[src/rtl/gold_code_rx.sv]
// gold_code_rx
//   Receiver for the Gold-code link. For each code period it does two things:
//   it recovers the shift that the generator applied to its second m-sequence,
//   and it counts chip errors in the rest of the period by checking it against
//   the regenerated code. It then emits one AXI-Stream beat per period.
//
//   Ports
//     clkin          clock
//     rstn           asynchronous active-low reset
//     chip_i         received Gold chip, sampled when chip_vld_i=1
//     chip_vld_i     chip qualifier, at most one chip per clock
//     sof_i          period start, qualified by chip_vld_i, coincides with chip 0
//     m_axis_tvalid  result valid
//     m_axis_tready  downstream ready
//     m_axis_tdata   [7:0] shift, [13:8] error count, [14] no_match, [15] overrun
//     m_axis_tlast   always 1 (every result is a one-beat packet)
//
//   Recovery principle
//     With next = {fb, s[N-1:1]} and out = s[0], the first N outputs of an LFSR
//     are exactly the bits of its starting state. So if we XOR the first N
//     received chips with m1, we get the m2 state at chip 0 (cap). A search then
//     walks a reference m2 from INIT2 until it equals cap; the step count is
//     the shift. Meanwhile a copy of cap is advanced N steps and run alongside
//     m1 to predict chips N..L-1.
module gold_code_rx #(
    parameter int unsigned    N     = 5,        // LFSR degree, 3..8
    parameter logic [N-1:0]   POLY1 = 5'b00101, // m1 tap mask
    parameter logic [N-1:0]   POLY2 = 5'b01111, // m2 tap mask
    parameter logic [N-1:0]   INIT1 = 5'b00001, // m1 state at chip 0
    parameter logic [N-1:0]   INIT2 = 5'b00001  // m2 state at shift 0
) (
    input  logic        clkin,
    input  logic        rstn,
    input  logic        chip_i,
    input  logic        chip_vld_i,
    input  logic        sof_i,
    output logic        m_axis_tvalid,
    input  logic        m_axis_tready,
    output logic [15:0] m_axis_tdata,
    output logic        m_axis_tlast
);

    localparam int unsigned L = (1 << N) - 1;

    // Chip index c is N bits wide. Its all-ones value (== L) marks
    // "every chip of the period has been processed".
    localparam logic [N-1:0] C_CAP_END = N'(N - 1);
    localparam logic [N-1:0] C_LAST    = N'(L - 1);
    localparam logic [N-1:0] C_END     = N'(L);
    localparam logic [5:0]   ERR_MAX   = 6'd63;

    typedef enum logic [1:0] {
        IDLE,
        CAPTURE,
        TRACK
    } state_t;

    function automatic logic [N-1:0] lfsr_step(input logic [N-1:0] s,
                                               input logic [N-1:0] p);
        return {^(s & p), s[N-1:1]};
    endfunction

    function automatic logic [N-1:0] lfsr_adv_n(input logic [N-1:0] s,
                                                input logic [N-1:0] p);
        logic [N-1:0] t;
        t = s;
        for (int i = 0; i < int'(N); i++) t = lfsr_step(t, p);
        return t;
    endfunction

    state_t       state;
    logic [N-1:0] c;          // chip index within the period
    logic [N-1:0] m1;         // local m1, aligned to chip c
    logic [N-1:0] cap;        // captured m2 state at chip 0
    logic [N-1:0] pred;       // predicted m2, aligned to chip c in TRACK
    logic [N-1:0] ref_s;      // search reference m2 state
    logic [N-1:0] k;          // search step count
    logic [N-1:0] shift_r;    // latched search result
    logic         nm_r;       // latched no_match
    logic         sdone;      // search finished
    logic [5:0]   err;        // saturating chip error count

    // ------------------------------------------------------------------
    // Period control
    // ------------------------------------------------------------------
    logic sof_go;
    logic [N-1:0] cap_sof, cap_shift;

    // sof aborts and restarts from any state except the drain phase
    // (all chips processed, search still running). There the period is
    // already complete, so a stray sof is ignored like an unframed chip.
    assign sof_go    = sof_i & chip_vld_i & ~(state == TRACK && c == C_END);
    assign cap_sof   = {chip_i ^ INIT1[0], cap[N-1:1]};
    assign cap_shift = {chip_i ^ m1[0],    cap[N-1:1]};

    // ------------------------------------------------------------------
    // Search: one comparison per clock, independent of chip timing
    // ------------------------------------------------------------------
    logic         s_match, s_zero, s_fin;
    logic [N-1:0] s_shift_now;
    logic         s_nm_now;

    assign s_match = (ref_s == cap);
    assign s_zero  = (cap == '0);
    // A zero capture cannot be a valid m2 state, so it finishes at once.
    // If the last candidate (k = L-1) misses, the search ends with no match.
    assign s_fin   = sdone | s_zero | s_match | (k == C_LAST);

    always_comb begin
        s_shift_now = '0;
        s_nm_now    = 1'b0;
        if (sdone) begin
            s_shift_now = shift_r;
            s_nm_now    = nm_r;
        end else if (!s_zero && s_match) begin
            s_shift_now = k;
        end else begin
            s_nm_now    = 1'b1;
        end
    end

    // ------------------------------------------------------------------
    // Verify: chips N..L-1 against m1 ^ pred
    // ------------------------------------------------------------------
    logic       trk_chip, mism, chips_fin, finish;
    logic [5:0] err_now;

    assign trk_chip  = (state == TRACK) & chip_vld_i & ~sof_go & (c != C_END);
    assign mism      = chip_i ^ m1[0] ^ pred[0];
    assign err_now   = err + 6'((trk_chip & mism & (err != ERR_MAX)) ? 1 : 0);
    assign chips_fin = (c == C_END) | (trk_chip & (c == C_LAST));

    // The result is produced on the edge where the last chip and the search
    // have both completed, whichever order they finish in. The FSM goes back
    // to IDLE on that same edge, so an sof in the very next cycle is accepted.
    assign finish    = (state == TRACK) & ~sof_go & chips_fin & s_fin;

    always_ff @(posedge clkin or negedge rstn) begin
        if (!rstn) begin
            state   <= IDLE;
            c       <= '0;
            m1      <= '0;
            cap     <= '0;
            pred    <= '0;
            ref_s   <= '0;
            k       <= '0;
            shift_r <= '0;
            nm_r    <= 1'b0;
            sdone   <= 1'b0;
            err     <= '0;
        end else if (sof_go) begin
            // Chip 0 of a new period (also covers an abort mid-period).
            state <= CAPTURE;
            m1    <= lfsr_step(INIT1, POLY1);
            cap   <= cap_sof;
            c     <= N'(1);
            sdone <= 1'b0;
        end else begin
            case (state)
                IDLE: ;
                CAPTURE: begin
                    if (chip_vld_i) begin
                        m1  <= lfsr_step(m1, POLY1);
                        cap <= cap_shift;
                        c   <= c + 1'b1;
                        if (c == C_CAP_END) begin
                            // cap holds the m2 state at chip 0. Advance it N
                            // steps so pred lines up with chip N.
                            state <= TRACK;
                            pred  <= lfsr_adv_n(cap_shift, POLY2);
                            ref_s <= INIT2;
                            k     <= '0;
                            sdone <= 1'b0;
                            err   <= '0;
                        end
                    end
                end
                TRACK: begin
                    if (!sdone) begin
                        if (s_fin) begin
                            sdone   <= 1'b1;
                            shift_r <= s_shift_now;
                            nm_r    <= s_nm_now;
                        end else begin
                            ref_s <= lfsr_step(ref_s, POLY2);
                            k     <= k + 1'b1;
                        end
                    end
                    if (trk_chip) begin
                        m1   <= lfsr_step(m1, POLY1);
                        pred <= lfsr_step(pred, POLY2);
                        c    <= c + 1'b1;
                        err  <= err_now;
                    end
                    if (finish) state <= IDLE;
                end
                default: state <= IDLE;
            endcase
        end
    end

    // ------------------------------------------------------------------
    // AXI-Stream output register
    // ------------------------------------------------------------------
    logic [15:0] res;
    assign res = {1'b0, s_nm_now, err_now, 8'(s_shift_now)};

    always_ff @(posedge clkin or negedge rstn) begin
        if (!rstn) begin
            m_axis_tvalid <= 1'b0;
            m_axis_tdata  <= '0;
        end else if (finish) begin
            if (!m_axis_tvalid || m_axis_tready) begin
                // The slot is free, or it is emptying this cycle: take the new result.
                m_axis_tvalid <= 1'b1;
                m_axis_tdata  <= res;
            end else begin
                // Downstream is stalled: drop the new result and flag it.
                m_axis_tdata[15] <= 1'b1;
            end
        end else if (m_axis_tvalid && m_axis_tready) begin
            m_axis_tvalid    <= 1'b0;
            m_axis_tdata[15] <= 1'b0;
        end
    end

    assign m_axis_tlast = 1'b1;

endmodule

[config.mk]
export PLATFORM = sky130hd
export DESIGN_NAME = gold_code_rx
export DESIGN_NICKNAME = d
export VERILOG_FILES = /design/src/rtl/gold_code_rx.sv
export SDC_FILE = /design/constraint.sdc
export NUM_CORES = 1
export LEC_CHECK = 0
export ABC_AREA = 1
export CAP_MARGIN = 20
export CORE_MARGIN = 3
export CORE_UTILIZATION = 63
export CTS_CLUSTER_DIAMETER = 40
export DETAILED_ROUTE_END_ITERATION = 10
export GPL_TIMING_DRIVEN = 1
export PLACE_DENSITY = 0.85
export SLEW_MARGIN = 30
export SYNTH_ARGS = -nofsm -noshare
export SYNTH_HDL_FRONTEND = slang
export SYNTH_SLANG_ARGS = --single-unit
[constraint.sdc]
create_clock -name clkin -period 4.7 [get_ports clkin]
set_clock_uncertainty 0.2 [all_clocks]
set_input_delay 0.705 -clock clkin [delete_from_list [all_inputs] [get_ports clkin]]
set_output_delay 0.705 -clock clkin [all_outputs]
set_load 0.1 [all_outputs]
==> impl_results.md <==
* Area share of the largest cell type after synthesis at 47.1%
* I/O pin cnt at 24
* WL/cell at 13.1 um
* Total of max-cap violations at 0
* Post-synthesis sequential area ratio at 47.1%
* Clock latency at the later pin of the worst-skew pair at 0.33 ns
* Root buf cell: clkbuf_8
* All-Layer GR Usage at 23.7%
* Slew Limit Fails at 0
* Setup crit end kind: flip-flop
* PwrDens at 543 nW/um^2
* Yosys reg bits at 59
* First-iteration detailed-routing DRC count at 171
* DIE WIDTH at 76.5 um
* CP Launch Type: flip-flop
* Unique masters post-synth at 34
* Crit-path max cell delay at 0.41 ns
* Num Clock Sinks at 59
* Cell breakdown of the critical path: ha_1, inv_1, nor2_1, ha_1, nand3_1, nand2_2, nand2_1, inv_2, nand2_2, a311oi_1, ha_1, ha_1, nand2_1, xor2_1, o21ai_0
* Period Utilization, post-route at 66.4%
* Placed Instances at 460
* Synth area leader: dfrtp_1
* Effective utilization at floorplan at 65.9%
* Crit-path most repeated cell: ha_1
* Hold_buf cts at 0
* Setup violations, final at 0
* Post-CTS sizing at 0
* P&R area growth vs syn at 13.7%
* Layout cells sized above 1 at 8.82%
* Async SR Flop Fraction at 100%
* Nets at 419
* Global placer's final weighted congestion at 0.784
* Slew @ Worst Pin at 0.970 ns
* Ys flop type: dfrtp_1
* Detailed-route DRC error count at 0
* CTS clk-pin slew, worst paths at 0.06 ns
* Worst hold-check path type: flip-flop to flip-flop
* Leakage Power at 1.81 nW
* WL met2 at 3.11 mm
* Avg Cell Area, Syn at 8.27 sq um
* Count of buffers from port buffering at 19
* CTS tree: done
* Non-filler instance count after layout at 475
* Vias in the first global route at 2488
* DRT Pass-1 Iters at 4
* H-tree depth at 3
* VDD IR max at 0.359 mV
* Critical Path AT at 3.13 ns
* Vias post-DR at 2535
* Die Span Y at 76.5 um
* FILL cells at 367
* First-pass GRT wire length at 10.9 mm
* Most common cell in the netlist: nand2_1
* Number of synthesized flops with an enable pin at 0
* Highest routing layer actually used: met4
* Crit path max-delay cell type: dfrtp_1
* WP data required at 4.70 ns
* ANT cells at 0
* Endpoints failing hold at 0
* Pre-CTS setup slack at 1.32 ns
* Core Rows at 25
* Post-synth top cells: nand2_1, dfrtp_1, inv_1
* Grt total ovfl at 0
* Post-CTS setup buffers at 0
* Critical path type: flip-flop to flip-flop
* Min cycle time layout at 3.12 ns
* RSZ-0062 raised after global routing: no
* Vias per Instance at 5.34
* Final WS setup at 1.58 ns
* ANT nets after route at 0
* Crit path max fanout at 7
* Core Region at 4750 sq um
* Post-route core utilization at 75.0%
* Largest cells by area after synthesis: dfrtp_1, nand2_1, inv_1
* Total die area at 5860 sq um
* CTS buffer count at 9
* Post-Route M1 WL at 2.54 mm
* Worst-case clock buffer depth at 2
* Synth warn at 0
* Met3 routed WL at 334 um
* Status: completed
* Synthesized area at 3140 sq um
* Antenna violations before repair at 0
* Slew Limit Headroom at 35.1%
* Syn Inst Count at 379
* Detailed placement HPWL at 4.35 mm
* Largest net degree at the start of global routing at 60
* Post-Route WL at 6.21 mm
* TNS Setup at 0 ns
* Fmax at 0.320 GHz
[logic make-up (layout without fill, tap and decap cells)]
family	Yosys count	after routing	share of synthesized area, %
AO/OA/AOI/OAI	52	52	10.1
XOR/XNOR	25	25	6.98
adder cells (fa/ha/maj)	9	9	3.59
buffers and inverters	58	85	8.02
flip-flops	59	59	47.1
other	2	4	0.240
AND/OR/NAND/NOR	174	174	23.9
[cell type report]
type	instances	area (sq um)	share of cell area, %
Clock buffer	13	149	4.18
Timing Repair Buffer	20	193	5.41
Multi-Input combinational cell	264	1420	39.7
Clock inverter	2	60.1	1.68
Sequential cell	59	1480	41.4
Tap cell	67	83.8	2.35
Inverter	50	188	5.27
[metal layers]
layer	vias to the layer above	GRT usage, %
li1	1242	-
met1	1184	28.2
met2	82	40.4
met3	27	4.02
met4	0	13.4
met5	-	0
[cell usage in the layout (no fill, tap or decap), drive strengths merged, types with 2 or more instances in the layout]
| master | instances |
|---|---|
| nand2 | 122 |
| o22ai | 12 |
| o21ai | 25 |
| o21bai | 2 |
| ha | 9 |
| inv | 50 |
| buf | 2 |
| nor3 | 2 |
| a31oi | 2 |
| clkdlybuf4s50 | 18 |
| clkbuf | 13 |
| a21oi | 2 |
| conb | 4 |
| nand4 | 5 |
| xor2 | 14 |
| nand3 | 17 |
| bufinv | 2 |
| nor2 | 27 |
| xnor2 | 11 |
| dfrtp | 59 |
| o21a | 6 |
[report_power, final]
part	internal, mW	total [mW]	switching, mW	leakage (nW)
logic	0.273	0.664	0.391	0.937
registers	0.646	0.777	0.131	0.772
clock network	0.311	0.495	0.184	0.104
[path summary, 6_finish.rpt]
| kind | from | to | slack (ns) | cells after the start |
|---|---|---|---|---|
| worst max-delay path | c[0] | err[4] | 1.58 | 15 |
| worst min-delay path | m_axis_tdata[2] | m_axis_tdata[2] | 0.28 | 2 |
| worst max register to register | c[0] | err[4] | 1.58 | 15 |
| worst min register to register | m_axis_tdata[2] | m_axis_tdata[2] | 0.28 | 2 |
| max in group asynchronous | rstn | err[2] | 3.51 | 2 |
| min in group asynchronous | rstn | m_axis_tdata[11] | 0.31 | 2 |
[state kept, by name, summed over array words and instances (netlist names)]
name           cells
c                  5
cap                5
err                6
k                  5
m1                 5
m_axis_tdata      13
m_axis_tvalid      1
nm_r               1
pred               5
ref_s              5
sdone              1
shift_r            5
state              2
[stage by stage]
| stage | power, mW | area [sq um] | hold slack [ns] |
|---|---|---|---|
| global placement | 1.40 | 3360 | 0.261 |
| floorplan | 1.29 | 3140 | 0.209 |
| detailed placement | 1.43 | 3360 | 0.264 |
| finish | 1.94 | 3560 | 0.276 |
| CTS | 1.94 | 3560 | 0.282 |
| global route | 2.08 | 3560 | 0.304 |
[critical path: cells and delay by family (launching register included)]
kind | cells | cell delay, ns
simple gates | 6 | 0.66
xor+xnor | 1 | 0.23
fa+ha+maj | 4 | 0.85
buf+inv | 2 | 0.21
compound gates | 2 | 0.42
flops | 1 | 0.41
Power figures use the tool's default switching activity.
